`src/rtl/sequenciador_ula_pkg.sv`:
```
// Shared definitions for the ULA command sequencer: FSM states, opcode
// constants, default result latency and the latency-counter width helper.
package sequenciador_ula_pkg;

    // Sequencer states: collect opcode, A and B, then wait on the ULA, then deliver.
    typedef enum logic [2:0] {
        ESPERA_OP = 3'd0,
        ESPERA_A  = 3'd1,
        ESPERA_B  = 3'd2,
        EXECUTA   = 3'd3,
        ENTREGA   = 3'd4
    } estado_t;

    localparam logic [2:0] OP_SOMA = 3'b000;
    localparam logic [2:0] OP_SUB  = 3'b001;

    // Default number of ULA cycles from operand drive to a valid result.
    localparam int unsigned LAT_PADRAO = 2;

    // Counter width able to hold LAT without wrapping; at least one bit.
    function automatic int unsigned largura_contador(input int unsigned lat);
        int unsigned w;
        w = (lat == 0) ? 1 : int'($clog2(lat + 1));
        return w;
    endfunction

    // Only add and subtract are considered legal when opcode checking is on.
    function automatic logic opcode_valido(input logic [2:0] op);
        return (op == OP_SOMA) || (op == OP_SUB);
    endfunction

endpackage

```
`src/rtl/sequenciador_ula_if.sv`:
```
// Bundle of the command stream, ULA operand/result and delivery signals of
// the sequencer. The slave modport is the sequencer's view; master is the
// view of the environment (command source, ULA and result consumer).
interface sequenciador_ula_if #(
    parameter int unsigned N = 8
);

    // Command byte stream
    logic         in_valid;
    logic         in_ready;
    logic [N-1:0] in_data;

    // ULA side
    logic [N-1:0] ula_a;
    logic [N-1:0] ula_b;
    logic [2:0]   ula_opcode;
    logic [N-1:0] ula_s;
    logic         ula_flag;

    // Result delivery
    logic         out_valid;
    logic         out_ready;
    logic [N-1:0] out_s;
    logic         out_flag;

    // Status
    logic         busy;
    logic         err;

    modport slave (
        input  in_valid,
        input  in_data,
        input  ula_s,
        input  ula_flag,
        input  out_ready,
        output in_ready,
        output ula_a,
        output ula_b,
        output ula_opcode,
        output out_valid,
        output out_s,
        output out_flag,
        output busy,
        output err
    );

    modport master (
        output in_valid,
        output in_data,
        output ula_s,
        output ula_flag,
        output out_ready,
        input  in_ready,
        input  ula_a,
        input  ula_b,
        input  ula_opcode,
        input  out_valid,
        input  out_s,
        input  out_flag,
        input  busy,
        input  err
    );

endinterface

```
`src/rtl/sequenciador_ula_contador_latencia.sv`:
```
// Saturating latency counter: cleared when operands are latched, counts up
// while enabled and stops at LAT, flagging terminal count there.
module contador_latencia
    import sequenciador_ula_pkg::*;
#(
    parameter int unsigned LAT = LAT_PADRAO
) (
    input  logic clk,
    input  logic rst_n,
    input  logic i_clr,
    input  logic i_en,
    output logic o_tc
);

    localparam int unsigned    CW       = largura_contador(LAT);
    localparam logic [CW-1:0]  TERMINAL = CW'(LAT);

    logic [CW-1:0] r_cnt;

    // Count register: clear has priority, increment holds at TERMINAL so it never wraps.
    always_ff @(posedge clk or negedge rst_n) begin
        if (!rst_n) begin
            r_cnt <= '0;
        end else if (i_clr) begin
            r_cnt <= '0;
        end else if (i_en && (r_cnt != TERMINAL)) begin
            r_cnt <= r_cnt + CW'(1);
        end
    end

    assign o_tc = (r_cnt == TERMINAL);

endmodule

```
`src/rtl/sequenciador_ula.sv`:
```
// ULA command sequencer: accepts opcode, A and B bytes on a valid/ready
// stream, drives them to an external ULA, waits LAT cycles and then presents
// the captured result and carry flag until the consumer takes it.
// Optional build macro SEQ_ULA_VALIDA_OPCODE_EN: opcodes other than add/sub
// are rejected in ESPERA_OP with a one-cycle err pulse; otherwise err is 0.
module sequenciador_ula
    import sequenciador_ula_pkg::*;
#(
    parameter int unsigned N   = 8,
    parameter int unsigned LAT = LAT_PADRAO
) (
    input  logic               clk,
    input  logic               rst_n,
    sequenciador_ula_if.slave  bus
);

    estado_t      r_estado;
    estado_t      w_prox;

    logic [2:0]   r_opcode;
    logic [N-1:0] r_a;
    logic [N-1:0] r_b;
    logic [N-1:0] r_s;
    logic         r_flag;

    logic         w_in_ready;
    logic         w_xfer;
    logic         w_ld_op;
    logic         w_ld_a;
    logic         w_ld_b;
    logic         w_cap;
    logic         w_cnt_en;
    logic         w_tc;

`ifdef SEQ_ULA_VALIDA_OPCODE_EN
    logic         w_rejeita;
    logic         r_err;
`endif

    assign w_in_ready = (r_estado == ESPERA_OP) ||
                        (r_estado == ESPERA_A)  ||
                        (r_estado == ESPERA_B);
    assign w_xfer     = bus.in_valid && w_in_ready;
    assign w_cnt_en   = (r_estado == EXECUTA);

    contador_latencia #(
        .LAT (LAT)
    ) u_contador (
        .clk   (clk),
        .rst_n (rst_n),
        .i_clr (w_ld_b),
        .i_en  (w_cnt_en),
        .o_tc  (w_tc)
    );

    // State register.
    always_ff @(posedge clk or negedge rst_n) begin
        if (!rst_n) begin
            r_estado <= ESPERA_OP;
        end else begin
            r_estado <= w_prox;
        end
    end

    // Next-state and load/capture strobes.
    always_comb begin
        w_prox  = r_estado;
        w_ld_op = 1'b0;
        w_ld_a  = 1'b0;
        w_ld_b  = 1'b0;
        w_cap   = 1'b0;
`ifdef SEQ_ULA_VALIDA_OPCODE_EN
        w_rejeita = 1'b0;
`endif
        unique case (r_estado)
            ESPERA_OP: begin
                if (w_xfer) begin
`ifdef SEQ_ULA_VALIDA_OPCODE_EN
                    if (!opcode_valido(bus.in_data[2:0])) begin
                        w_rejeita = 1'b1;
                    end else begin
                        w_ld_op = 1'b1;
                        w_prox  = ESPERA_A;
                    end
`else
                    w_ld_op = 1'b1;
                    w_prox  = ESPERA_A;
`endif
                end
            end
            ESPERA_A: begin
                if (w_xfer) begin
                    w_ld_a = 1'b1;
                    w_prox = ESPERA_B;
                end
            end
            ESPERA_B: begin
                if (w_xfer) begin
                    w_ld_b = 1'b1;
                    w_prox = EXECUTA;
                end
            end
            EXECUTA: begin
                if (w_tc) begin
                    w_cap  = 1'b1;
                    w_prox = ENTREGA;
                end
            end
            ENTREGA: begin
                if (bus.out_ready) begin
                    w_prox = ESPERA_OP;
                end
            end
            default: begin
                w_prox = ESPERA_OP;
            end
        endcase
    end

    // Operand registers: each one holds until the next command overwrites it.
    always_ff @(posedge clk or negedge rst_n) begin
        if (!rst_n) begin
            r_opcode <= '0;
            r_a      <= '0;
            r_b      <= '0;
        end else begin
            if (w_ld_op) begin
                r_opcode <= bus.in_data[2:0];
            end
            if (w_ld_a) begin
                r_a <= bus.in_data;
            end
            if (w_ld_b) begin
                r_b <= bus.in_data;
            end
        end
    end

    // Result capture: loaded only on the EXECUTA->ENTREGA edge, so it stays
    // stable for the whole delivery handshake.
    always_ff @(posedge clk or negedge rst_n) begin
        if (!rst_n) begin
            r_s    <= '0;
            r_flag <= 1'b0;
        end else if (w_cap) begin
            r_s    <= bus.ula_s;
            r_flag <= bus.ula_flag;
        end
    end

`ifdef SEQ_ULA_VALIDA_OPCODE_EN
    // Rejection pulse: high for the single cycle after an illegal opcode byte.
    always_ff @(posedge clk or negedge rst_n) begin
        if (!rst_n) begin
            r_err <= 1'b0;
        end else begin
            r_err <= w_rejeita;
        end
    end

    assign bus.err = r_err;
`else
    assign bus.err = 1'b0;
`endif

    assign bus.in_ready   = w_in_ready;
    assign bus.ula_opcode = r_opcode;
    assign bus.ula_a      = r_a;
    assign bus.ula_b      = r_b;
    assign bus.out_valid  = (r_estado == ENTREGA);
    assign bus.out_s      = r_s;
    assign bus.out_flag   = r_flag;
    assign bus.busy       = (r_estado != ESPERA_OP);

endmodule
```
`src/flat_wrapper.sv`:
```
// flat-port wrapper written by rule: the top's interface ports become plain ports
module sequenciador_ula_flat import sequenciador_ula_pkg::*;
#(
    parameter int unsigned N   = 8,
    parameter int unsigned LAT = LAT_PADRAO
)
  (clk, rst_n, bus_in_valid, bus_in_data, bus_ula_s, bus_ula_flag, bus_out_ready, bus_in_ready, bus_ula_a, bus_ula_b, bus_ula_opcode, bus_out_valid, bus_out_s, bus_out_flag, bus_busy, bus_err);
  sequenciador_ula_if #(.N(N)) bus_i ();
  input  logic clk;
  input  logic rst_n;
  input wire logic [$bits(bus_i.in_valid)-1:0] bus_in_valid;
  input wire logic [$bits(bus_i.in_data)-1:0] bus_in_data;
  input wire logic [$bits(bus_i.ula_s)-1:0] bus_ula_s;
  input wire logic [$bits(bus_i.ula_flag)-1:0] bus_ula_flag;
  input wire logic [$bits(bus_i.out_ready)-1:0] bus_out_ready;
  output wire logic [$bits(bus_i.in_ready)-1:0] bus_in_ready;
  output wire logic [$bits(bus_i.ula_a)-1:0] bus_ula_a;
  output wire logic [$bits(bus_i.ula_b)-1:0] bus_ula_b;
  output wire logic [$bits(bus_i.ula_opcode)-1:0] bus_ula_opcode;
  output wire logic [$bits(bus_i.out_valid)-1:0] bus_out_valid;
  output wire logic [$bits(bus_i.out_s)-1:0] bus_out_s;
  output wire logic [$bits(bus_i.out_flag)-1:0] bus_out_flag;
  output wire logic [$bits(bus_i.busy)-1:0] bus_busy;
  output wire logic [$bits(bus_i.err)-1:0] bus_err;
  assign bus_i.in_valid = bus_in_valid;
  assign bus_i.in_data = bus_in_data;
  assign bus_i.ula_s = bus_ula_s;
  assign bus_i.ula_flag = bus_ula_flag;
  assign bus_i.out_ready = bus_out_ready;
  assign bus_in_ready = bus_i.in_ready;
  assign bus_ula_a = bus_i.ula_a;
  assign bus_ula_b = bus_i.ula_b;
  assign bus_ula_opcode = bus_i.ula_opcode;
  assign bus_out_valid = bus_i.out_valid;
  assign bus_out_s = bus_i.out_s;
  assign bus_out_flag = bus_i.out_flag;
  assign bus_busy = bus_i.busy;
  assign bus_err = bus_i.err;
  sequenciador_ula #(.N(N), .LAT(LAT)) u_core (.clk(clk), .rst_n(rst_n), .bus(bus_i));
endmodule
```
`config.mk`:
```
export PLATFORM = sky130hd
export DESIGN_NAME = sequenciador_ula_flat
export DESIGN_NICKNAME = d
export VERILOG_FILES = /design/src/rtl/sequenciador_ula_pkg.sv /design/src/rtl/sequenciador_ula_if.sv /design/src/rtl/sequenciador_ula_contador_latencia.sv /design/src/rtl/sequenciador_ula.sv /design/src/flat_wrapper.sv
export SDC_FILE = /design/constraint.sdc
export NUM_CORES = 1
export LEC_CHECK = 0
export CORE_UTILIZATION = 48
export CTS_BUF_LIST = sky130_fd_sc_hd__clkbuf_8
export CTS_CLUSTER_DIAMETER = 30
export DETAILED_ROUTE_END_ITERATION = 6
export GPL_TIMING_DRIVEN = 0
export PLACE_DENSITY = 0.95
export SYNTH_ARGS = -nofsm -noshare
export SYNTH_HDL_FRONTEND = slang
export SYNTH_SLANG_ARGS = --single-unit
```
`constraint.sdc`:
```
create_clock -name clk -period 2.19 [get_ports clk]
set_input_delay 0.219 -clock clk [delete_from_list [all_inputs] [get_ports clk]]
set_output_delay 0.219 -clock clk [all_outputs]
set_load 0.02 [all_outputs]
```
==> results of run 1 <==
synthesized netlist by cell type (all sizes together):
cell | count | area [sq um]
dfrtp | 33 | 826
mux2 | 28 | 315
buf | 5 | 38.8
nand2 | 4 | 17.5
a21oi | 3 | 15.0
inv | 3 | 11.3
nor3 | 3 | 31.3
mux2i | 2 | 20.0
nor2 | 2 | 7.51
and4bb | 1 | 12.5
conb | 1 | 3.75
ha | 1 | 12.5
nand2b | 1 | 13.8
nand4 | 1 | 21.3
nor3b | 1 | 12.5
o41ai | 1 | 8.76
or2 | 1 | 6.26
or3 | 1 | 6.26
xnor2 | 1 | 8.76
area by class of cell:
| class | count | area share |
|---|---|---|
| clock buffers | 6 | 0.0409 |
| flip-flops and latches | 33 | 0.409 |
| plain buffers | 5 | 0.0192 |
| multi-input cells | 52 | 0.254 |
| repair buffers | 51 | 0.250 |
| well taps | 31 | 0.0192 |
| clock inverters | 1 | 0.00186 |
| inverters | 3 | 0.00558 |
registers in the layout, summed over array words and instances, names as in the netlist:
name                     cells
u_core.bus.ula_opcode        3
u_core.bus.ula_a             8
u_core.bus.ula_b             8
u_core.bus.out_s             8
u_core.bus.out_flag          1
u_core.u_contador.r_cnt      2
u_core.r_estado              3
per-stage QoR:
stage / setup WS (ps) / power (W) / cells
5_1_grt: 59.1 / 0.00343 / 182
6_report: 186 / 0.00328 / 182
3_5_place_dp: 286 / 0.00281 / 175
2_1_floorplan: 796 / 0.00203 / 93
3_3_place_gp: 371 / 0.00272 / 175
4_1_cts: 182 / 0.00329 / 182
routing by layer:
metal / global-route usage / wire, um
met1: 0.245 / 1190
met5: 0 / 0
met3: 0.0581 / 149
met4: 0.121 / 117
met2: 0.387 / 1660
worst paths after layout:
| path | endpoint | slack [ps] | cells after the start |
|---|---|---|---|
| max | bus_busy | 190 | 3 |
| min in group clk | u_core.bus.ula_b[5] | 500 | 1 |
| min | u_core.bus.ula_b[5] | -10 | 1 |
| min reg2reg | u_core.bus.ula_b[5] | 500 | 1 |
| max in group asynchronous | u_core.bus.out_s[3] | 1740 | 1 |
| max reg2reg | u_core.bus.ula_b[0] | 670 | 5 |
power by group:
part / internal, W / switching (W) / leakage, nW
Combinational: 0.000904 / 0.000823 / 0.414
Clock: 0.000244 / 0.000205 / 0.0485
Sequential: 0.000920 / 0.000182 / 0.393
Total: 0.00207 / 0.00121 / 0.855
worst reg2reg max path: cells and delay by family (launching register included):
| family | cells | cell delay, ps |
|---|---|---|
| multiplexers | 1 | 360 |
| buffers and inverters | 2 | 350 |
| flip-flops | 1 | 370 |
| AND/OR/NAND/NOR | 2 | 310 |
cell families (layout without fill, tap and decap cells):
kind of cell | after synthesis | in the layout | share of synthesized area
AOI/OAI and AO/OA | 4 | 4 | 0.0171
and+or+nand+nor | 15 | 15 | 0.0928
muxes | 30 | 30 | 0.241
DFF | 33 | 33 | 0.595
xor gates and xnor gates | 1 | 1 | 0.00631
buffers and inverters | 8 | 66 | 0.0360
other | 1 | 1 | 0.00270
adders and majority gates | 1 | 1 | 0.00901
==> impl_metrics.env, run 1 <==
export IMPL_violations="hold timing"
export IMPL_cts_resized=0
export IMPL_synth_cells=93
export IMPL_die_w_um=55.8
export IMPL_grtUsageTotal=0.222
export IMPL_yosys_warnings=0
export IMPL_finalMaxSlewViolations=0
export IMPL_fin_nets=173
export IMPL_crit_path_max_fanout=10
export IMPL_syn_avg_cell_area_sq_um=14.9
export IMPL_fmax_mhz=499
export IMPL_skew_ps=2.53
export IMPL_multi_input_area_sq_um=513
export IMPL_crit_required_ps=1970
export IMPL_postCtsSetupRepairBufs=0
export IMPL_worstSetupStartpoint="u_core.r_estado[1]"
export IMPL_final_common_cell="clkdlybuf4s50_1"
export IMPL_tns_ps=0
export IMPL_cp_arrival_ps=1790
export IMPL_hold_slack_ps=-14.3
export IMPL_grt_pass1_vias=1049
export IMPL_antenna_found_initial=0
export IMPL_grt_remaining_overflow=0
export IMPL_timing_max_cap_violations=0
export IMPL_tightest_slew_ps=714
export IMPL_fin_util=0.732
export IMPL_gp_congestion=0.705
export IMPL_rows=19
export IMPL_firstDrtPassIters=4
export IMPL_clock_sinks=33
export IMPL_synth_area_sq_um=1390
export IMPL_worstSkewPairLatency_ps=280
export IMPL_root_buffer="clkbuf_8"
export IMPL_ir_drop_mv=1.29
export IMPL_cp_top_family="buffers and inverters"
export IMPL_clkTransAtPathRegs_ps=60
export IMPL_core_area_sq_um=2760
export IMPL_antennaDiodeCount=0
export IMPL_postCtsHoldBufs=0
export IMPL_finalCritPeriodShare=0.915
export IMPL_status="complete, but fails checks"
export IMPL_hpwl_mm=2.10
export IMPL_final_area_sq_um=2020
export IMPL_regToRegStartpoint="u_core.r_estado[0]"
export IMPL_cp_start_kind="flip-flop"
export IMPL_crit_type="reg2out"
export IMPL_die_y_um=55.8
export IMPL_viasPerCell=5.23
export IMPL_vias=951
export IMPL_max_stage_delay_ps=540
export IMPL_areaGrowthSynthToFinish_pct=45.4
export IMPL_crit_chain="buf_4 -> or3_1 -> clkdlybuf4s50_1"
export IMPL_slew_headroom=0.524
export IMPL_first_iter_violations=14
export IMPL_finalCriticalPeriod_ps=2000
export IMPL_io_pins=53
export IMPL_fillerInstances=172
export IMPL_clockBufferDepth=2
export IMPL_seqCellArea_sq_um=826
export IMPL_final_setup_viol_count=0
export IMPL_synth_cell_types=25
export IMPL_synth_seq_cells=33
export IMPL_cp_end_kind="primary output"
export IMPL_htreeDepth=2
export IMPL_finalHoldViolCount=33
export IMPL_place_area_sq_um=1940
export IMPL_grt_pass1_wl_mm=5.09
export IMPL_initial_core_util=0.504
export IMPL_yosysSeqAreaShare=0.595
export IMPL_grt_max_degree=34
export IMPL_numCtsBuffers=5
export IMPL_totalWireLength_mm=3.11
export IMPL_routedWlPerCell_um=17.1
export IMPL_synth_nets=115
export IMPL_cp_num_buf_inv=2
export IMPL_drive_above_1_share=0.311
export IMPL_slowest_stage="clkdlybuf4s50_1"
export IMPL_fp_dieArea_sq_um=3110
export IMPL_ant_nets=0
export IMPL_hold_path_class="in2async"
export IMPL_p_leak_nw=0.855
export IMPL_drc=0
export IMPL_cts_tree="built"
export IMPL_final_cell_mix="clkdlybuf4s50_1, dfrtp_1, mux2_2, clkbuf_8, inv_1"
export IMPL_io_buffers=51
export IMPL_rsz0062_at_grt="false"
export IMPL_powerDensity_nw_per_um2=1620
No activity file was read; power rests on OpenSTA's default activity.
==> run 2: changes to the inputs <==
Settings changed: CORE_UTILIZATION 48 to 49, SYNTH_HIERARCHICAL set to 1.
==> impl_metrics.env, run 2 <==
export IMPL_status="complete, but fails checks"
export IMPL_violations="hold timing"
export IMPL_viasPerCell=5.28
export IMPL_tightest_slew_ps=712
export IMPL_finalCritPeriodShare=0.905
export IMPL_slew_headroom=0.525
export IMPL_fin_nets=172
export IMPL_timing_max_cap_violations=0
export IMPL_syn_avg_cell_area_sq_um=15.4
export IMPL_drc=0
export IMPL_routedWlPerCell_um=16.7
export IMPL_synth_top_cell_area_share=0.581
export IMPL_final_common_cell="clkdlybuf4s50_1"
export IMPL_hold_slack_ps=-16.0
export IMPL_yosysSeqAreaShare=0.581
export IMPL_powerDensity_nw_per_um2=1620
export IMPL_synth_seq_cells=33
export IMPL_hpwl_mm=2.20
export IMPL_final_setup_viol_count=0
export IMPL_synthTopCellsByCount="dfrtp_1, mux2_2, buf_4"
export IMPL_regToRegStartpoint="u_core/r_estado[2]"
export IMPL_hold_path_class="in2async"
export IMPL_cp_end_kind="primary output"
export IMPL_crit_type="reg2out"
export IMPL_yosys_warnings=6
export IMPL_first_iter_violations=9
export IMPL_final_cell_mix="clkdlybuf4s50_1, dfrtp_1, mux2_2, clkbuf_8, buf_4"
export IMPL_synth_cell_types=23
export IMPL_antennaDiodeCount=0
export IMPL_cp_arrival_ps=1760
export IMPL_ant_nets=0
export IMPL_grtUsageTotal=0.215
export IMPL_core_area_sq_um=2760
export IMPL_crit_path_max_fanout=10
export IMPL_rows=19
export IMPL_finalCriticalPeriod_ps=1980
export IMPL_grt_pass1_wl_mm=4.92
export IMPL_postCtsHoldBufs=0
export IMPL_synth_area_sq_um=1420
export IMPL_p_leak_nw=0.876
export IMPL_worstSkewPairLatency_ps=280
export IMPL_grt_remaining_overflow=0
export IMPL_ys_top_cells_by_area="dfrtp_1, mux2_2, buf_4"
export IMPL_synth_nets=114
export IMPL_die_y_um=55.8
export IMPL_cp_start_kind="flip-flop"
export IMPL_totalWireLength_mm=3.03
export IMPL_r2r_end="u_core/bus.ula_b[4]"
export IMPL_numCtsBuffers=5
export IMPL_gp_congestion=0.695
export IMPL_vias=956
export IMPL_grt_pass1_vias=1003
export IMPL_fmax_mhz=504
export IMPL_rrSetupSlack_ps=600
export IMPL_initial_core_util=0.515
export IMPL_final_area_sq_um=2050
export IMPL_clock_sinks=33
export IMPL_cts_tree="built"
export IMPL_antenna_found_initial=0
export IMPL_fp_dieArea_sq_um=3120
export IMPL_rsz0062_at_grt="false"
export IMPL_finalMaxSlewViolations=0
export IMPL_postCtsSetupRepairBufs=0
export IMPL_firstDrtPassIters=4
export IMPL_ir_drop_mv=1.26
export IMPL_grt_max_degree=34
export IMPL_synth_top_flop_cell="dfrtp_1"
export IMPL_async_flop_share=1.00
export IMPL_yosysTopAreaCell="dfrtp_1"
export IMPL_cellInternalPower_w=0.00213
export IMPL_io_buffers=51
export IMPL_tns_ps=0
export IMPL_p_sw_w=0.00119
export IMPL_place_area_sq_um=1970
export IMPL_drive_above_1_share=0.313
export IMPL_synth_edf_count=0
export IMPL_synth_cells=92
export IMPL_skew_ps=8.15
export IMPL_combPwrFrac=0.535
export IMPL_clock_power_share=0.135
export IMPL_reg2reg_depth=4
export IMPL_io_pins=53
export IMPL_htreeDepth=2
export IMPL_yosysMostFrequentCell="dfrtp_1"
export IMPL_crit_required_ps=1970
export IMPL_cts_resized=0
export IMPL_clkTransAtPathRegs_ps=70
export IMPL_p_sw_frac=0.358
export IMPL_p_seq_frac=0.330
export IMPL_die_w_um=55.8
export IMPL_finalHoldViolCount=24
export IMPL_clockBufferDepth=2
export IMPL_areaGrowthSynthToFinish_pct=44.4
export IMPL_root_buffer="clkbuf_8"
[run 2: cell types whose count changed after synthesis, sizes merged, moves of 2 or more]
cell / previous run / this run
nor4bb: 0 / 2
mux2: 28 / 30
nor2b: 0 / 3
nor3: 3 / 1
nand2: 4 / 0
[run 2: power by group through the flow]
stage | clock network, W | registers, W | logic [W]
finish | 0.000449 | 0.00109 | 0.00177
global route | 0.000483 | 0.00113 | 0.00186
CTS | 0.000458 | 0.00110 | 0.00179
detailed placement | 0 | 0.00110 | 0.00178
global placement | 0 | 0.00107 | 0.00172
floorplan | 0 | 0.00141 | 0.000696
[run 2: logic make-up after synthesis]
logic type	share of synthesized area
buf+inv	0.0423
compound gates	0.0256
mux	0.250
flops	0.581
fa+ha+maj	0.00881
other cells	0.00264
simple gates	0.0890
[run 2: layout make-up]
cell class	count	area [sq um]
tap	31	38.8
clock inverter	1	3.75
sequential	33	826
fill	175	707
multi-input combinational	51	534
buffer	6	52.6
inverter	2	7.51
timing repair buffer	51	505
clock buffer	6	82.6
[run 2: through the flow]
| step | hold slack [ps] | utilization | setup slack (ps) | cells | power (W) |
|---|---|---|---|---|---|
| floorplan | -76.6 | - | 805 | 92 | 0.00211 |
| global placement | 488 | 0.714 | 362 | 174 | 0.00279 |
| detailed placement | 492 | 0.714 | 279 | 174 | 0.00288 |
| CTS | 486 | 0.745 | 194 | 181 | 0.00334 |
| global route | 44.2 | 0.744 | 142 | 181 | 0.00348 |
| finish | -16.0 | 0.744 | 207 | 181 | 0.00331 |
[run 2: worst max-delay path, stage by stage (launching register included)]
cell and delay, ps:
dfrtp_1 390, buf_4 190, or3_1 360, clkdlybuf4s50_1 540
[run 2: worst max path at each step]
stage | startpoint | endpoint | slack (ps) | cells past startpoint
global placement | rst_n | u_core/bus.ula_b[5] | 360 | 1
finish | u_core/r_estado[1] | bus_busy | 210 | 3
detailed placement | rst_n | u_core/bus.ula_b[3] | 280 | 1
global route | u_core/r_estado[1] | bus_busy | 140 | 3
CTS | u_core/r_estado[1] | bus_busy | 190 | 3
floorplan | u_core/r_estado[2] | u_core/bus.ula_b[0] | 800 | 4
[run 2: per-layer routing]
layer | vias up | routed length (um) | global-route usage
li1 | 440 | - | -
met1 | 474 | 1180 | 0.229
met2 | 35 | 1610 | 0.389
met3 | 7 | 173 | 0.0744
met4 | 0 | 61 | 0.0836
met5 | - | 0 | 0
